`config.mk`:
```
export PLATFORM = sky130hd
export DESIGN_NAME = clock_period_monitor
export DESIGN_NICKNAME = d
export VERILOG_FILES = /design/src/rtl/clock_period_monitor.sv
export SDC_FILE = /design/constraint.sdc
export NUM_CORES = 1
export LEC_CHECK = 0
export ABC_AREA = 1
export CAP_MARGIN = 20
export CORE_AREA = 4 4 70 72
export DETAILED_ROUTE_END_ITERATION = 10
export DIE_AREA = 0 0 74 76
export GPL_ROUTABILITY_DRIVEN = 0
export PLACE_DENSITY = 0.87
export SETUP_SLACK_MARGIN = 0.2
export SLEW_MARGIN = 30
export SYNTH_ARGS = -nofsm -noshare
export SYNTH_HDL_FRONTEND = slang
export SYNTH_SLANG_ARGS = --single-unit
```
`constraint.sdc`:
```
create_clock -name clock -period 4.1 [get_ports clock]
set_input_delay 1.025 -clock clock [delete_from_list [all_inputs] [get_ports clock]]
set_output_delay 1.025 -clock clock [all_outputs]
set_load 0.01 [all_outputs]
```
`src/rtl/clock_period_monitor.sv`:
```
// Recovers a clock divider's divisor by measuring the cycle distance between
// its enable ticks; reports period, per-measurement strobe, lock and timeout.
module clock_period_monitor #(
  parameter int WIDTH      = 17,
  parameter int LOCK_COUNT = 4,
  parameter int TIMEOUT    = 131071
) (
  input  logic             clock,
  input  logic             reset,
  input  logic             clear,
  input  logic             tick,
  output logic [WIDTH-1:0] period,
  output logic             sample_valid,
  output logic             locked,
  output logic             timeout
);

  typedef enum logic [1:0] {
    IDLE  = 2'd0,
    ARMED = 2'd1,
    TRACK = 2'd2
  } state_t;

  localparam logic [WIDTH-1:0] CNT_LAST      = WIDTH'(TIMEOUT - 1);
  localparam logic [WIDTH-1:0] CNT_ONE       = WIDTH'(1);
  localparam logic [3:0]       LOCK_N        = 4'(LOCK_COUNT);
  localparam logic             LOCK_ON_FIRST = (LOCK_COUNT == 1);

  state_t           state_q, state_d;
  logic [WIDTH-1:0] cnt_q, cnt_d;
  logic [3:0]       match_q, match_d;
  logic [WIDTH-1:0] period_q, period_d;
  logic             sample_valid_q, sample_valid_d;
  logic             locked_q, locked_d;
  logic             timeout_q, timeout_d;

  logic [WIDTH-1:0] meas_s;
  logic [3:0]       match_inc_s;
  logic             expire_s;

  // Measurement is cnt+1 so that back-to-back ticks read as period 1.
  assign meas_s      = cnt_q + CNT_ONE;
  assign match_inc_s = (match_q >= LOCK_N) ? LOCK_N : (match_q + 4'd1);
  assign expire_s    = (cnt_q == CNT_LAST);

  // Next-state logic; clear outranks tick, and tick outranks timeout.
  always_comb begin
    state_d        = state_q;
    cnt_d          = cnt_q;
    match_d        = match_q;
    period_d       = period_q;
    locked_d       = locked_q;
    sample_valid_d = 1'b0;
    timeout_d      = 1'b0;

    if (clear) begin
      state_d  = IDLE;
      cnt_d    = '0;
      match_d  = 4'd0;
      period_d = '0;
      locked_d = 1'b0;
    end else begin
      case (state_q)
        IDLE: begin
          cnt_d = '0;
          if (tick) begin
            state_d = ARMED;
          end else begin
            state_d = IDLE;
          end
        end
        ARMED, TRACK: begin
          if (tick) begin
            cnt_d          = '0;
            sample_valid_d = 1'b1;
            state_d        = TRACK;
            if (state_q == ARMED) begin
              period_d = meas_s;
              match_d  = 4'd1;
              locked_d = LOCK_ON_FIRST;
            end else if (meas_s == period_q) begin
              match_d  = match_inc_s;
              locked_d = (match_inc_s == LOCK_N);
            end else begin
              period_d = meas_s;
              match_d  = 4'd1;
              locked_d = 1'b0;
            end
          end else if (expire_s) begin
            state_d   = IDLE;
            cnt_d     = '0;
            match_d   = 4'd0;
            period_d  = '0;
            locked_d  = 1'b0;
            timeout_d = 1'b1;
          end else begin
            cnt_d = cnt_q + CNT_ONE;
          end
        end
        default: begin
          state_d  = IDLE;
          cnt_d    = '0;
          match_d  = 4'd0;
          period_d = '0;
          locked_d = 1'b0;
        end
      endcase
    end
  end

  // State and output registers.
  always_ff @(posedge clock or negedge reset) begin
    if (!reset) begin
      state_q        <= IDLE;
      cnt_q          <= '0;
      match_q        <= 4'd0;
      period_q       <= '0;
      sample_valid_q <= 1'b0;
      locked_q       <= 1'b0;
      timeout_q      <= 1'b0;
    end else begin
      state_q        <= state_d;
      cnt_q          <= cnt_d;
      match_q        <= match_d;
      period_q       <= period_d;
      sample_valid_q <= sample_valid_d;
      locked_q       <= locked_d;
      timeout_q      <= timeout_d;
    end
  end

  assign period       = period_q;
  assign sample_valid = sample_valid_q;
  assign locked       = locked_q;
  assign timeout      = timeout_q;

endmodule

```
==> results of run 1 <==
through the flow:
| step | setup WS, ns | instance area [sq um] |
|---|---|---|
| finish | 1.61 | 2880 |
| global route | 1.30 | 2880 |
| CTS | 1.61 | 2870 |
| detailed placement | 1.35 | 2800 |
| global placement | 1.40 | 2800 |
| floorplan | 1.98 | 2530 |
worst max path at each step:
stage                  start          to
floorplan              clear  period[13]
CTS                 cnt_q[0]   period[1]
detailed placement      tick  state_q[0]
global placement        tick  state_q[0]
finish                  tick  state_q[0]
global route        cnt_q[0]   period[1]
report_power, final:
| group | leakage (nW) | switching [W] | internal [W] |
|---|---|---|---|
| Clock | 0.0371 | 0.000138 | 0.000114 |
| Sequential | 0.599 | 0.00000276 | 0.000427 |
| Combinational | 0.758 | 0.0000360 | 0.0000127 |
worst max-delay path: cells and delay by family:
kind	cells	cell delay [ns]
AOI/OAI and AO/OA	2	0.55
buffers and inverters	2	0.92
and+or+nand+nor	1	0.20
registers in the layout, indices dropped and copies added (netlist names):
signal and cells:
timeout 1, match_q 4, sample_valid 1, state_q 2, locked 1, cnt_q 17
period 17
cell usage in the layout (no fill, tap or decap), types with 2 or more instances in the layout:
| cell | n |
|---|---|
| inv_1 | 41 |
| nand2_2 | 4 |
| dfrtp_1 | 43 |
| o21ai_0 | 7 |
| nor2_1 | 40 |
| ha_1 | 6 |
| clkinv_1 | 2 |
| inv_2 | 4 |
| nand3b_1 | 11 |
| nor2_4 | 2 |
| nand4_1 | 14 |
| nand3_1 | 33 |
| nand2_1 | 125 |
| clkbuf_8 | 5 |
| buf_4 | 2 |
| a21oi_1 | 6 |
| nor2_2 | 6 |
| clkdlybuf4s50_1 | 22 |
layer usage:
metal	wire, um	vias up	part of all wire, %	global-route usage, %
met4	63	0	1.1	5.25
li1	-	1191	-	-
met2	2790	68	49	36.6
met1	2470	1114	44	31.2
met3	342	8	6.0	3.96
met5	0	-	0	0
area by class of cell:
cell class | instances | area, sq um | share of cell area [%]
Tap cell | 52 | 65.1 | 2.26
Clock buffer | 6 | 72.6 | 2.52
Timing Repair Buffer | 24 | 235 | 8.18
Inverter | 47 | 176 | 6.13
Multi-Input combinational cell | 264 | 1250 | 43.5
Sequential cell | 43 | 1080 | 37.4
kinds of logic after synthesis:
family                   Yosys count  share of synthesized area, %
buffers and inverters             51                          7.92
adder cells (fa/ha/maj)            6                          2.97
AND/OR/NAND/NOR                  240                          42.7
flip-flops                        43                          42.6
AO/OA/AOI/OAI                     18                          3.86
synth_stat cells:
| cell | number | area [sq um] |
|---|---|---|
| clkinv_1 | 2 | 7.51 |
| clkbuf_1 | 2 | 7.51 |
| o21ai_1 | 1 | 5.00 |
| buf_6 | 1 | 11.3 |
| o22ai_1 | 1 | 6.26 |
| nand3_1 | 33 | 165 |
| or2_2 | 1 | 6.26 |
| o21bai_1 | 1 | 7.51 |
| nor2_2 | 6 | 37.5 |
| buf_2 | 1 | 5.00 |
| inv_1 | 41 | 154 |
| nand3_2 | 1 | 10.0 |
| ha_1 | 6 | 75.1 |
| nand2_1 | 125 | 469 |
| nand2_4 | 1 | 11.3 |
| nand3b_1 | 11 | 82.6 |
| nor3_1 | 1 | 5.00 |
| nor2_4 | 2 | 22.5 |
| and2_1 | 1 | 6.26 |
| nand2_2 | 4 | 25.0 |
| inv_2 | 4 | 15.0 |
| dfrtp_1 | 43 | 1080 |
| o211ai_1 | 1 | 7.51 |
| a21oi_1 | 6 | 30.0 |
| o21ai_0 | 7 | 35.0 |
| nand4_1 | 14 | 87.6 |
| nor2_1 | 40 | 150 |
| a31oi_1 | 1 | 6.26 |
==> run metrics, run 1 <==
Yosys warnings=0; share of cells above drive strength 1=between 6 and 7%; initial antenna violation count=0; Post-CTS Resized=0; final setup skew=0.00968 ns; DP HPWL=4070 um; chip height=about 76 um; crit path launch type=input port; CTS sink cnt=43; pwr dens=254 nW/um^2; post-CTS setup buffer count=0; Root Driver=clkbuf_8; port bufs=23; VDD IR max=between 0.2 and 0.3 mV; Ports=24; slowest cell on the critical path=clkinv_1; DR vias=around 2.4k; FF-to-FF End=period[1]; actual slew at the worst max-slew pin=approximately 0.54 ns; fin crit share=just over 60%; TNS Setup=0 ns; ANT cells=0; Post-Route WL=5670 um; worst endpoint required time=4.30 ns; hold path depth=2; P&R area growth vs syn=13.8%; Row Count=24; area of the die=around 5600 sq um; hold buffers post-CTS=0; synthesized net count=368; critical path's largest stage delay=0.49 ns; non-filler cells, final=approximately 440; post-synthesis instance total=between 300 and 400; vias per std cell=about 5.5; htree depth=2; post-synthesis register bit count=43; Final Hold Vio Count=0; Worst R2R Setup Slack=1.62 ns; largest net degree at the start of global routing=44; crit path max fanout=19; deepest clock path buffer count=2; reg2reg start=cnt_q[0]; maxcap violations=0; CP cell instances=clkdlybuf4s50_1, nand3b_1, a31oi_1, clkinv_1, o21ai_0; WHS Endpoint=match_q[1]; TritonCTS clock tree=built; type of the tightest min-delay check=reg2reg; Finished Core Util=67.0%; Syn Area/Cell=between 7 and 8 sq um; drt initial violations=about 220; depth of the most critical reg-to-reg path=14; Critical Path Sink Type=flop; fin. max-slew vios=0; CP Data Arrival Time=2.69 ns; RSZ-0062 raised after global routing=no; grt total ovfl=0; Leakage=around 1.4 nW; Total Power=roughly 0.00073 W; core footprint=~4300 sq um; relative slew slack=63.7%; Final Critical Period=roughly 2.5 ns; Max Clk Rate=about 0.4 GHz; Total GRT Usage=between 20% and 30%; DRC=0; status=completed; first-pass GRT wire length=approximately 10,000 um; Hold WS=roughly 0.51 ns; iteration count of the initial detailed-routing pass=5; Reg clk slew, reported paths=approximately 0.070 ns; Seq/Total Area, Yosys=~43%; Worst-Skew Late Latency=roughly 0.30 ns; number of global-route vias before repair=2,271; CTS buffer count=5; Die Wd=around 74 um; Setup violations, final=0; synth unique cells=28; Antenna Nets Post-Route=0; Inst Count DP=between 400 and 500; post-DR wirelength/cell=around 13 um; Hold Crit Start=match_q[1]; final layout net count=395; Syn Std Cell Area=2530 sq um; filler instances=around 360; Setup CP Type=in2reg; Initial Util=58.9%
Power figures use the tool's default switching activity.
==> run 2: changes to the inputs <==
--- a/config.mk
+++ b/config.mk
@@ -7,11 +7,11 @@
 export LEC_CHECK = 0
 export ABC_AREA = 1
 export CAP_MARGIN = 20
-export CORE_AREA = 4 4 70 72
+export CORE_AREA = 4 4 72 74
 export DETAILED_ROUTE_END_ITERATION = 10
-export DIE_AREA = 0 0 74 76
+export DIE_AREA = 0 0 76 78
 export GPL_ROUTABILITY_DRIVEN = 0
-export PLACE_DENSITY = 0.87
+export PLACE_DENSITY = 0.83
 export SETUP_SLACK_MARGIN = 0.2
 export SLEW_MARGIN = 30
 export SYNTH_ARGS = -nofsm -noshare
==> constraint.sdc (replaced) <==
create_clock -name clock -period 2.6 [get_ports clock]
set_input_delay 0.65 -clock clock [delete_from_list [all_inputs] [get_ports clock]]
set_output_delay 0.65 -clock clock [all_outputs]
set_load 0.01 [all_outputs]
==> run 2 against run 1 <==
  * Flip-flop and latch count is the same
  * Worst setup slack lost 1.4 ns
  * Final area grew 7.7%
  * Critical path depth grew 9
  * Sequential share of layout area shrank 2.5 points
  * Clock skew shrank 0.00066 ns
  * Count of clock-buffer cells in the layout grew 2
==> run metrics, run 2 (synthesized netlist as in run 1, its figures left out) <==
Post-Route WL=between 6000 and 7000 um; relative slew slack=47.4%; DR vias=2,453; DRC=0; fin crit share=about 90%; fin area=3100 sq um; iteration count of the initial detailed-routing pass=4; htree depth=2; CTS buffer count=5; CTS sink cnt=43; Total GRT Usage=between 20% and 30%; Max Clk Rate=roughly 0.43 GHz; ANT cells=0; Setup violations, final=0; deepest clock path buffer count=2; Ports=24; Worst-Skew Late Latency=slightly above 0.3 ns; number of global-route vias before repair=2,265; worst endpoint required time=2.84 ns; fin. max-slew vios=0; port bufs=23; commonest non-fill, non-tap cell in the layout=nand2_1; initial antenna violation count=0; P&R area growth vs syn=22.5%; DP HPWL=between 4000 and 5000 um; core footprint=around 4600 sq um; TritonCTS clock tree=built; Critical Path Sink Type=flop; Final Critical Period=about 2.3 ns; CP startpoint=cnt_q[0]; Root Driver=clkbuf_8; final setup skew=roughly 0.0090 ns; post-DR wirelength/cell=roughly 14 um; grt total ovfl=0; first-pass GRT wire length=around 10,000 um; TNS Setup=0 ns; area of the die=just under 6000 sq um; status=completed; chip height=between 70 and 80 um; Reg clk slew, reported paths=about 0.080 ns; actual slew at the worst max-slew pin=0.788 ns; Initial Util=55.0%; Worst R2R Setup Slack=roughly 0.25 ns; Antenna Nets Post-Route=0; hold buffers post-CTS=0; CP Data Arrival Time=around 2.6 ns; RSZ-0062 raised after global routing=no; Row Count=25; pwr dens=409 nW/um^2; Setup CP Type=reg2reg; Die Wd=around 76 um; type of the tightest min-delay check=in2async; Leakage=1.46 nW; final layout net count=between 400 and 500; DP Area=between 2000 and 3000 sq um; vias per std cell=5.46; crit path max fanout=6; depth of the most critical reg-to-reg path=14; most frequent cells in the layout=nand2_1 (120), inv_1 (40), dfrtp_1 (40); Total Power=~0.0013 W; maxcap violations=0; largest net degree at the start of global routing=26; Final Hold Vio Count=0; reg2reg start=cnt_q[0]; crit path launch type=flop; VDD IR max=0.379 mV; share of cells above drive strength 1=between 10% and 20%; drt initial violations=approximately 260; FF-to-FF End=period[0]
run 2: cell count changes in the layout (fill, tap and decap cells not counted), sizes merged:
cell / before / now
buf: 2 / 9
clkbuf: 6 / 8
nand2: 130 / 132
run 2: report_power, final:
part	total (W)	leakage, nW	internal, W	switching, W
logic	0.000105	0.810	0.0000315	0.0000735
clock network	0.000483	0.0515	0.000243	0.000240
registers	0.000677	0.594	0.000673	0.00000442
run 2: routing by layer:
layer,share of wire (%),GRT usage [%]
met5,0,0
met4,2.7,9.61
met3,6.0,4.18
met2,50,34.8
met1,42,26.2
run 2: worst max-delay path, cell delays in order, from the launching register on:
cell and delay (ns):
dfrtp_2 0.46, buf_4 0.16, inv_2 0.07, ha_4 0.21, a21oi_2 0.11, nand3_1 0.10, nor2_1 0.10, nand2_1 0.09
nor2_1 0.15, nand3_2 0.12, nor2_4 0.17, nand3_4 0.22, nand2_4 0.19, nand2_1 0.07, nand2_1 0.06
run 2: layout make-up:
class	instances	area [sq um]
multi-input combinational	266	1390
timing repair buffer	31	285
fill	371	1500
clock buffer	8	100
tap	54	67.6
sequential	43	1080
inverter	47	176
run 2: timing repair:
action,4_1_cts,5_1_grt
pin swaps,0,10
endpoints found under the setup margin,12,20
cloned,0,2
gates resized for setup,5,23
setup buffers,0,4
run 2: worst max path at each step:
| stage | end | slack [ns] | cells after the start |
|---|---|---|---|
| 5_1_grt | period[3] | 0.13 | 14 |
| 4_1_cts | period[4] | 0.21 | 15 |
| 3_3_place_gp | period[8] | 0.20 | 14 |
| 3_5_place_dp | match_q[0] | 0.18 | 14 |
| 2_1_floorplan | period[13] | 0.61 | 15 |
| 6_report | period[0] | 0.25 | 14 |
run 2: through the flow:
step                      worst slack (ns)  utilization, %  hold slack, ns  instances
after global placement               0.202            61.5           0.479        435
after detailed placement             0.176            61.5           0.492        435
after CTS                            0.209            64.2           0.337        443
final                                0.254            67.3           0.321        449
after floorplan                      0.615               -           0.354        358
after global routing                 0.132            67.3           0.364        449
